## config.mk

```make
export PLATFORM = sky130hd
export DESIGN_NAME = aes_block_loader
export DESIGN_NICKNAME = d
export VERILOG_FILES = /design/src/rtl/aes_block_loader.sv
export SDC_FILE = /design/constraint.sdc
export NUM_CORES = 1
export LEC_CHECK = 0
export BUFFER_PORTS_ARGS = -buffer_cell sky130_fd_sc_hd__buf_2
export CORE_ASPECT_RATIO = 0.6
export CORE_MARGIN = 4
export CORE_UTILIZATION = 57
export DETAILED_ROUTE_END_ITERATION = 12
export GPL_ROUTABILITY_DRIVEN = 0
export MAX_ROUTING_LAYER = met4
export PLACE_DENSITY_LB_ADDON = 0.2
export SETUP_SLACK_MARGIN = 0.2
export SLEW_MARGIN = 30
export SYNTH_ARGS = -nofsm -noshare
export SYNTH_HDL_FRONTEND = slang
export SYNTH_SLANG_ARGS = --single-unit
```

## constraint.sdc

```tcl
create_clock -name clk -period 2.5 [get_ports clk]
set_input_delay 0.5 -clock clk [delete_from_list [all_inputs] [get_ports clk]]
set_output_delay 0.5 -clock clk [all_outputs]
set_load 0.05 [all_outputs]
```

## src/rtl/aes_block_loader.sv

```systemverilog
// Byte-serial loader: assembles 16 bytes (first byte in the MSBs) into a block for the AES cores.
// Optional macro BLOCK_TIMEOUT_EN discards a partial block after TIMEOUT_CYCLES idle cycles.
module aes_block_loader #(
  parameter int BLOCK_BYTES    = 16,
  parameter int TIMEOUT_CYCLES = 255
) (
  input  logic         clk,
  input  logic         reset,
  input  logic         in_valid,
  input  logic [7:0]   in_data,
  input  logic         in_last,
  output logic         in_ready,
  output logic         blk_valid,
  input  logic         blk_ready,
  output logic [127:0] blk_data,
  output logic [4:0]   blk_len,
  output logic         blk_short,
  output logic         err_timeout
);

  typedef enum logic {FILL = 1'b0, FULL = 1'b1} state_e;

  localparam logic [3:0] LAST_IDX = 4'(BLOCK_BYTES - 1);

  if (BLOCK_BYTES != 16) begin : g_bad_block_bytes
    $error("aes_block_loader: only BLOCK_BYTES=16 is supported");
  end
  if (TIMEOUT_CYCLES < 1) begin : g_bad_timeout
    $error("aes_block_loader: TIMEOUT_CYCLES must be at least 1");
  end

  state_e         state_q, state_d;
  logic [3:0]     cnt_q, cnt_d;
  logic [127:0]   shift_q, shift_d;
  logic [127:0]   blk_data_q, blk_data_d;
  logic [4:0]     blk_len_q, blk_len_d;
  logic           blk_short_q, blk_short_d;
  logic           accept;
  logic [127:0]   merged;

`ifdef BLOCK_TIMEOUT_EN
  localparam int IDLE_W = $clog2(TIMEOUT_CYCLES + 1);
  localparam logic [IDLE_W-1:0] IDLE_LIMIT = IDLE_W'(TIMEOUT_CYCLES - 1);
  logic [IDLE_W-1:0] idle_q, idle_d;
  logic              err_q, err_d;
  assign err_timeout = err_q;
`else
  assign err_timeout = 1'b0;
`endif

  assign in_ready  = (state_q == FILL);
  assign blk_valid = (state_q == FULL);
  assign blk_data  = blk_data_q;
  assign blk_len   = blk_len_q;
  assign blk_short = blk_short_q;
  assign accept    = in_valid && in_ready;
  // Unfilled byte lanes of shift_q are always zero, so OR-ing the new byte in is enough.
  assign merged    = shift_q | ({in_data, 120'd0} >> {cnt_q, 3'b000});

  always_comb begin
    state_d     = state_q;
    cnt_d       = cnt_q;
    shift_d     = shift_q;
    blk_data_d  = blk_data_q;
    blk_len_d   = blk_len_q;
    blk_short_d = blk_short_q;
`ifdef BLOCK_TIMEOUT_EN
    idle_d      = idle_q;
    err_d       = 1'b0;
`endif
    case (state_q)
      FILL: begin
        if (accept) begin
          if (cnt_q == LAST_IDX || in_last) begin
            state_d     = FULL;
            blk_data_d  = merged;
            blk_len_d   = {1'b0, cnt_q} + 5'd1;
            blk_short_d = (cnt_q != LAST_IDX);
          end else begin
            cnt_d   = cnt_q + 4'd1;
            shift_d = merged;
          end
        end
`ifdef BLOCK_TIMEOUT_EN
        // An accept on the limit cycle wins over the timeout.
        if (accept || cnt_q == 4'd0) begin
          idle_d = '0;
        end else if (idle_q == IDLE_LIMIT) begin
          idle_d  = '0;
          cnt_d   = 4'd0;
          shift_d = '0;
          err_d   = 1'b1;
        end else begin
          idle_d = idle_q + 1'b1;
        end
`endif
      end
      FULL: begin
        if (blk_ready) begin
          state_d = FILL;
          cnt_d   = 4'd0;
          shift_d = '0;
        end
      end
      default: state_d = FILL;
    endcase
  end

  always_ff @(posedge clk) begin
    if (reset) begin
      state_q     <= FILL;
      cnt_q       <= 4'd0;
      shift_q     <= '0;
      blk_data_q  <= '0;
      blk_len_q   <= 5'd0;
      blk_short_q <= 1'b0;
`ifdef BLOCK_TIMEOUT_EN
      idle_q      <= '0;
      err_q       <= 1'b0;
`endif
    end else begin
      state_q     <= state_d;
      cnt_q       <= cnt_d;
      shift_q     <= shift_d;
      blk_data_q  <= blk_data_d;
      blk_len_q   <= blk_len_d;
      blk_short_q <= blk_short_d;
`ifdef BLOCK_TIMEOUT_EN
      idle_q      <= idle_d;
      err_q       <= err_d;
`endif
    end
  end

endmodule

```

After elaboration in Yosys (flattened, before gate mapping)

Index checks and enable logic that the tools add are counted.

Output and inout bits: 137
Register bits: 267
Input port bits: 13
Logic and storage cells: 32

Reductions and logical operators: 4
Muxes and demuxes: 12
Add/subtract/negate cells: 2
Bitwise logic cells: 2
Equality and inequality tests: 5
Shift-type cells: 1

Operators by type and width:

| cell                                                                    | number |
|---|---|
| 128-bit two-way mux                                                     | 3 |
| 128-bit one-hot mux with 2 select lines                                 | 1 |
| 128-bit bitwise OR                                                      | 1 |
| 128-bit by 7-bit >> shifter with 128-bit output                         | 1 |
| 4-bit two-way mux                                                       | 3 |
| 4-bit one-hot mux with 2 select lines                                   | 1 |
| 3-bit AND reduction                                                     | 2 |
| 4-bit by 1-bit adder with 5-bit output, second input constant           | 1 |
| 4-bit by 1-bit adder with 4-bit output, second input constant           | 1 |
| 4-bit == test, second input constant                                    | 1 |
| 2-bit inequality test, second input constant                            | 2 |
| 4-bit inequality test, second input constant                            | 1 |
| 1-bit two-way mux                                                       | 3 |
| 2-bit by 1-bit inequality test with 1-bit output, second input constant | 1 |
| 1-bit one-hot mux with 2 select lines                                   | 1 |
| 1-bit logical AND                                                       | 1 |
| 1-bit logical OR                                                        | 1 |
| 1-bit NOT                                                               | 1 |

Longest topological paths before layout

Depth after elaboration: 5
Gate-level depth with buffers: 8
Depth with buffers taken out: 4

Worst setup path before layout

No wires, ideal clock.

Kind: register to register
Start: register state_q (netlist: blk_valid)
End: register blk_data_q[100] (netlist: blk_data[100])
Period minus slack after synthesis: 1.781 ns
Library setup time: 0.081 ns
Data arrival time: 1.700 ns
Stages on the path, launching flop included: 9
Data required time: 2.419 ns
Slack: 0.719 ns
Path through: dfxtp_1 -> buf_6 -> nor2b_1 -> buf_2 -> and2_1 -> buf_2 -> buf_6 -> buf_6 -> a211oi_2

Longest elaborated chain between the ends: 3

Ends and longest elaborated chain:

| what                            | RTL line | source |
|---|---|---|
| start, declared                 | 32       | `state_e state_q, state_d;` |
| start signal, assigned          | 122      | `state_q <= state_d;` |
| 1-bit NOT *                     | n/a      |  |
| 1-bit logical AND               | 56       | `assign accept = in_valid && in_ready;` |
| 3-bit AND reduction (no line) * | n/a      |  |
| end signal, assigned            | 125      | `blk_data_q <= blk_data_d;` |
| end, declared                   | 35       | `logic [127:0] blk_data_q, blk_data_d;` |

Mark *: on every way between the ends. The rest lies on a longest branch, timed or not.
A chain may end at the register's enable or synchronous reset.

Worst setup path in the final report

Start: register cnt_q[2]
End: register blk_data_q[125] (netlist: blk_data[125])

Longest elaborated chain between the ends: 3

Ends and longest elaborated chain:

| what                                                                                                    | RTL line | source |
|---|---|---|
| start, declared                                                                                         | 33       | `logic [3:0] cnt_q, cnt_d;` |
| start signal, assigned                                                                                  | 123      | `cnt_q <= cnt_d;` |
| parallel branches: the longest is 3 deep, another holds 128-bit by 7-bit >> shifter with 128-bit output | n/a      |  |

Several ways; the timed one is not identified.

==> results.ini <==
[global_routing]
grt_use_total=0.303
grt_pass1_wl_um=48600
grt_max_degree=135
antenna_found_initial=0
overflow=0
grt_pass1_vias=8621

[outcome]
status=complete, no violations

[final_layout]
syn_to_final_growth_pct=14.4
n_antenna_cell=0
drive_gt1_frac=0.242
mostFrequentLayoutCells=267 x dfxtp_1, 235 x a21oi_1, 147 x buf_2
final_common_cell=dfxtp_1
fin_nets=1217
fillers=1440
layout.cells.non_filler=1450

[yosys]
ys.flop_type=dfxtp_1
synth_fa_ha_area_frac=0.00121
synth-edff-count=0
ys_seq_area_frac=0.518
synthArstFlopShare=0
synth_compound_area_frac=0.334
synth_area_mm2=0.0103
post_synth_xor_area_fraction=0.00170
avgSynthCellArea_um2=9.23
yosys.area_share.simple=0.0897
synth_cell_types=41
synth_warnings=0
synth_top_family_by_area=compound AO/OA/AOI/OAI gates
synth_mux_area_frac=0
ys_ff_latch=267
synth_nets=1132
syn_inst=1118

[worst_setup_path]
crit_arrival_ns=2.54
reg2reg_depth=4
crit_path_end_kind=register
crit_type=register to register
r2r-start=cnt_q[2]$_SDFFE_PP0P_
critPathLaunchType=register
r2r-end=blk_data[125]$_SDFFE_PP0P_
r2r_slack_ns=0.39
cp_data_required_time_ns=2.93
path_max_fanout=19

[min_path]
min_to=blk_valid$_SDFF_PP0_
worstHoldPathCells=3
hp-class=input pin to register
holdCritStartpoint=blk_ready

[timing]
holdWs_ns=0.333
rsz0062_at_grt=no
fin_ws_ns=0.394
fin_crit_sh=0.842
fmax_ghz=0.475
finalHoldViolations=0
worst_pin_slew_ns=0.962
tns_ns=0
clock-skew-final_ns=0.0131
period_minus_slack_ns=2.11
report.final.slew_viol_count=0
setup_violations=0
slew_headroom=0.353

[clock_tree]
post_cts_buffers=0
clock-sinks=267
worstSkewPairLatency_ns=0.52
clk_pin_slew_ns=0.07
cts_htree_levels=1
cts_hold_buf=0
numCtsBuffers=23
cts_root_buffer=clkbuf_16
cts_tree=yes
clockBufferDepth=3
cts.repair.resized=0

[placement]
dp.cells=1412
dp_hpwl_um=20200
io_buffers=148
place_ws_ns=0.337

[power]
p_leak_nw=4.32
p_per_area_mw_per_mm2=778
total_power_mw=9.19
irDropWorstVdd_mv=0.438

[floorplanning]
initial_core_util=0.591
die_y_um=112
ioPinCount=150
die_area_mm2=0.0204
fp.dieW_um=182
row_count=37
core_mm2=0.0175

[detailed_routing]
finalWirelength_um=31800
vias=9198
viasPerCell=6.34
ant_nets=0
drtIter0Drc=1087
drc_errors=0
first_pass_iters=6
routedWlPerCell_um=21.9

[job]
max-cap-violations=0

## layer usage
| metal | global-route usage | vias up | part of all wire |
|---|---|---|---|
| met5 | - | - | 0 |
| met4 | 0.104 | 0 | 0.035 |
| li1 | - | 4222 | - |
| met2 | 0.415 | 484 | 0.41 |
| met3 | 0.0797 | 100 | 0.11 |
| met1 | 0.434 | 4392 | 0.45 |
## state kept, by name, indices dropped and copies added, names as in the netlist
register   cells
blk_data     128
shift_q      128
blk_len        5
cnt_q          4
blk_short      1
blk_valid      1
## area by class of cell
class,count,area [um2],area share
sequential,267,5350,0.453
multi-input combinational,734,4450,0.377
timing repair buffer,175,1010,0.0858
clock buffer,31,656,0.0556
tap,234,293,0.0248
clock inverter,7,41.3,0.00350
inverter,2,7.51,0.000636
## report_power, final
part,switching [mW],internal (mW)
Sequential,0.0859,4.40
Combinational,1.02,0.296
Clock,1.55,1.83
Total,2.66,6.53
## how the worst max path moves through the flow
stage / from / to / slack (ns) / depth (start not counted)
after global placement: cnt_q[3]$_SDFFE_PP0P_ / shift_q[113]$_SDFFE_PP0P_ / 0.40 / 3
final: cnt_q[2]$_SDFFE_PP0P_ / blk_data[125]$_SDFFE_PP0P_ / 0.39 / 4
after detailed placement: cnt_q[3]$_SDFFE_PP0P_ / shift_q[115]$_SDFFE_PP0P_ / 0.34 / 3
after global routing: cnt_q[2]$_SDFFE_PP0P_ / blk_data[126]$_SDFFE_PP0P_ / 0.28 / 4
after floorplan: blk_valid$_SDFF_PP0_ / blk_data[100]$_SDFFE_PP0P_ / 0.72 / 8
after CTS: cnt_q[3]$_SDFFE_PP0P_ / shift_q[115]$_SDFFE_PP0P_ / 0.33 / 3
## synthesized netlist by cell type, types with 3 or more instances
| cell | n | area share |
|---|---|---|
| a211oi_2 | 70 | 0.085 |
| buf_1 | 6 | 0.0022 |
| and3_1 | 9 | 0.0055 |
| nor2b_1 | 12 | 0.0073 |
| dfxtp_1 | 267 | 0.52 |
| a21oi_1 | 236 | 0.11 |
| nand2b_1 | 3 | 0.0018 |
| a22o_1 | 8 | 0.0068 |
| o21ai_0 | 121 | 0.059 |
| nand3_1 | 9 | 0.0044 |
| buf_2 | 18 | 0.0087 |
| buf_6 | 12 | 0.013 |
| a31oi_1 | 29 | 0.018 |
| clkbuf_1 | 74 | 0.027 |
| a211oi_1 | 62 | 0.045 |
| buf_4 | 3 | 0.0022 |
| nand2_1 | 142 | 0.052 |
| o311ai_0 | 4 | 0.0034 |
## through the flow
stage                util  cell area (um2)
floorplan               -            10300
global placement    0.636            11100
detailed placement  0.636            11100
CTS                 0.676            11800
global route        0.676            11800
finish              0.676            11800
## cells by family (layout without fill, tap and decap cells)
kind of cell | Yosys count | in the layout
AO/OA/AOI/OAI | 534 | 534
flip-flops | 267 | 267
AND/OR/NAND/NOR | 196 | 196
buffers and inverters | 117 | 215
XOR/XNOR | 2 | 2
adder cells (fa/ha/maj) | 1 | 1
other | 1 | 1
## worst max-delay path: stages (launching register included)
cell,delay [ns]
dfxtp_1,0.47
buf_4,0.26
nor3_1,0.78
a21oi_1,0.23
a211oi_2,0.27
Power figures use the tool's default switching activity.
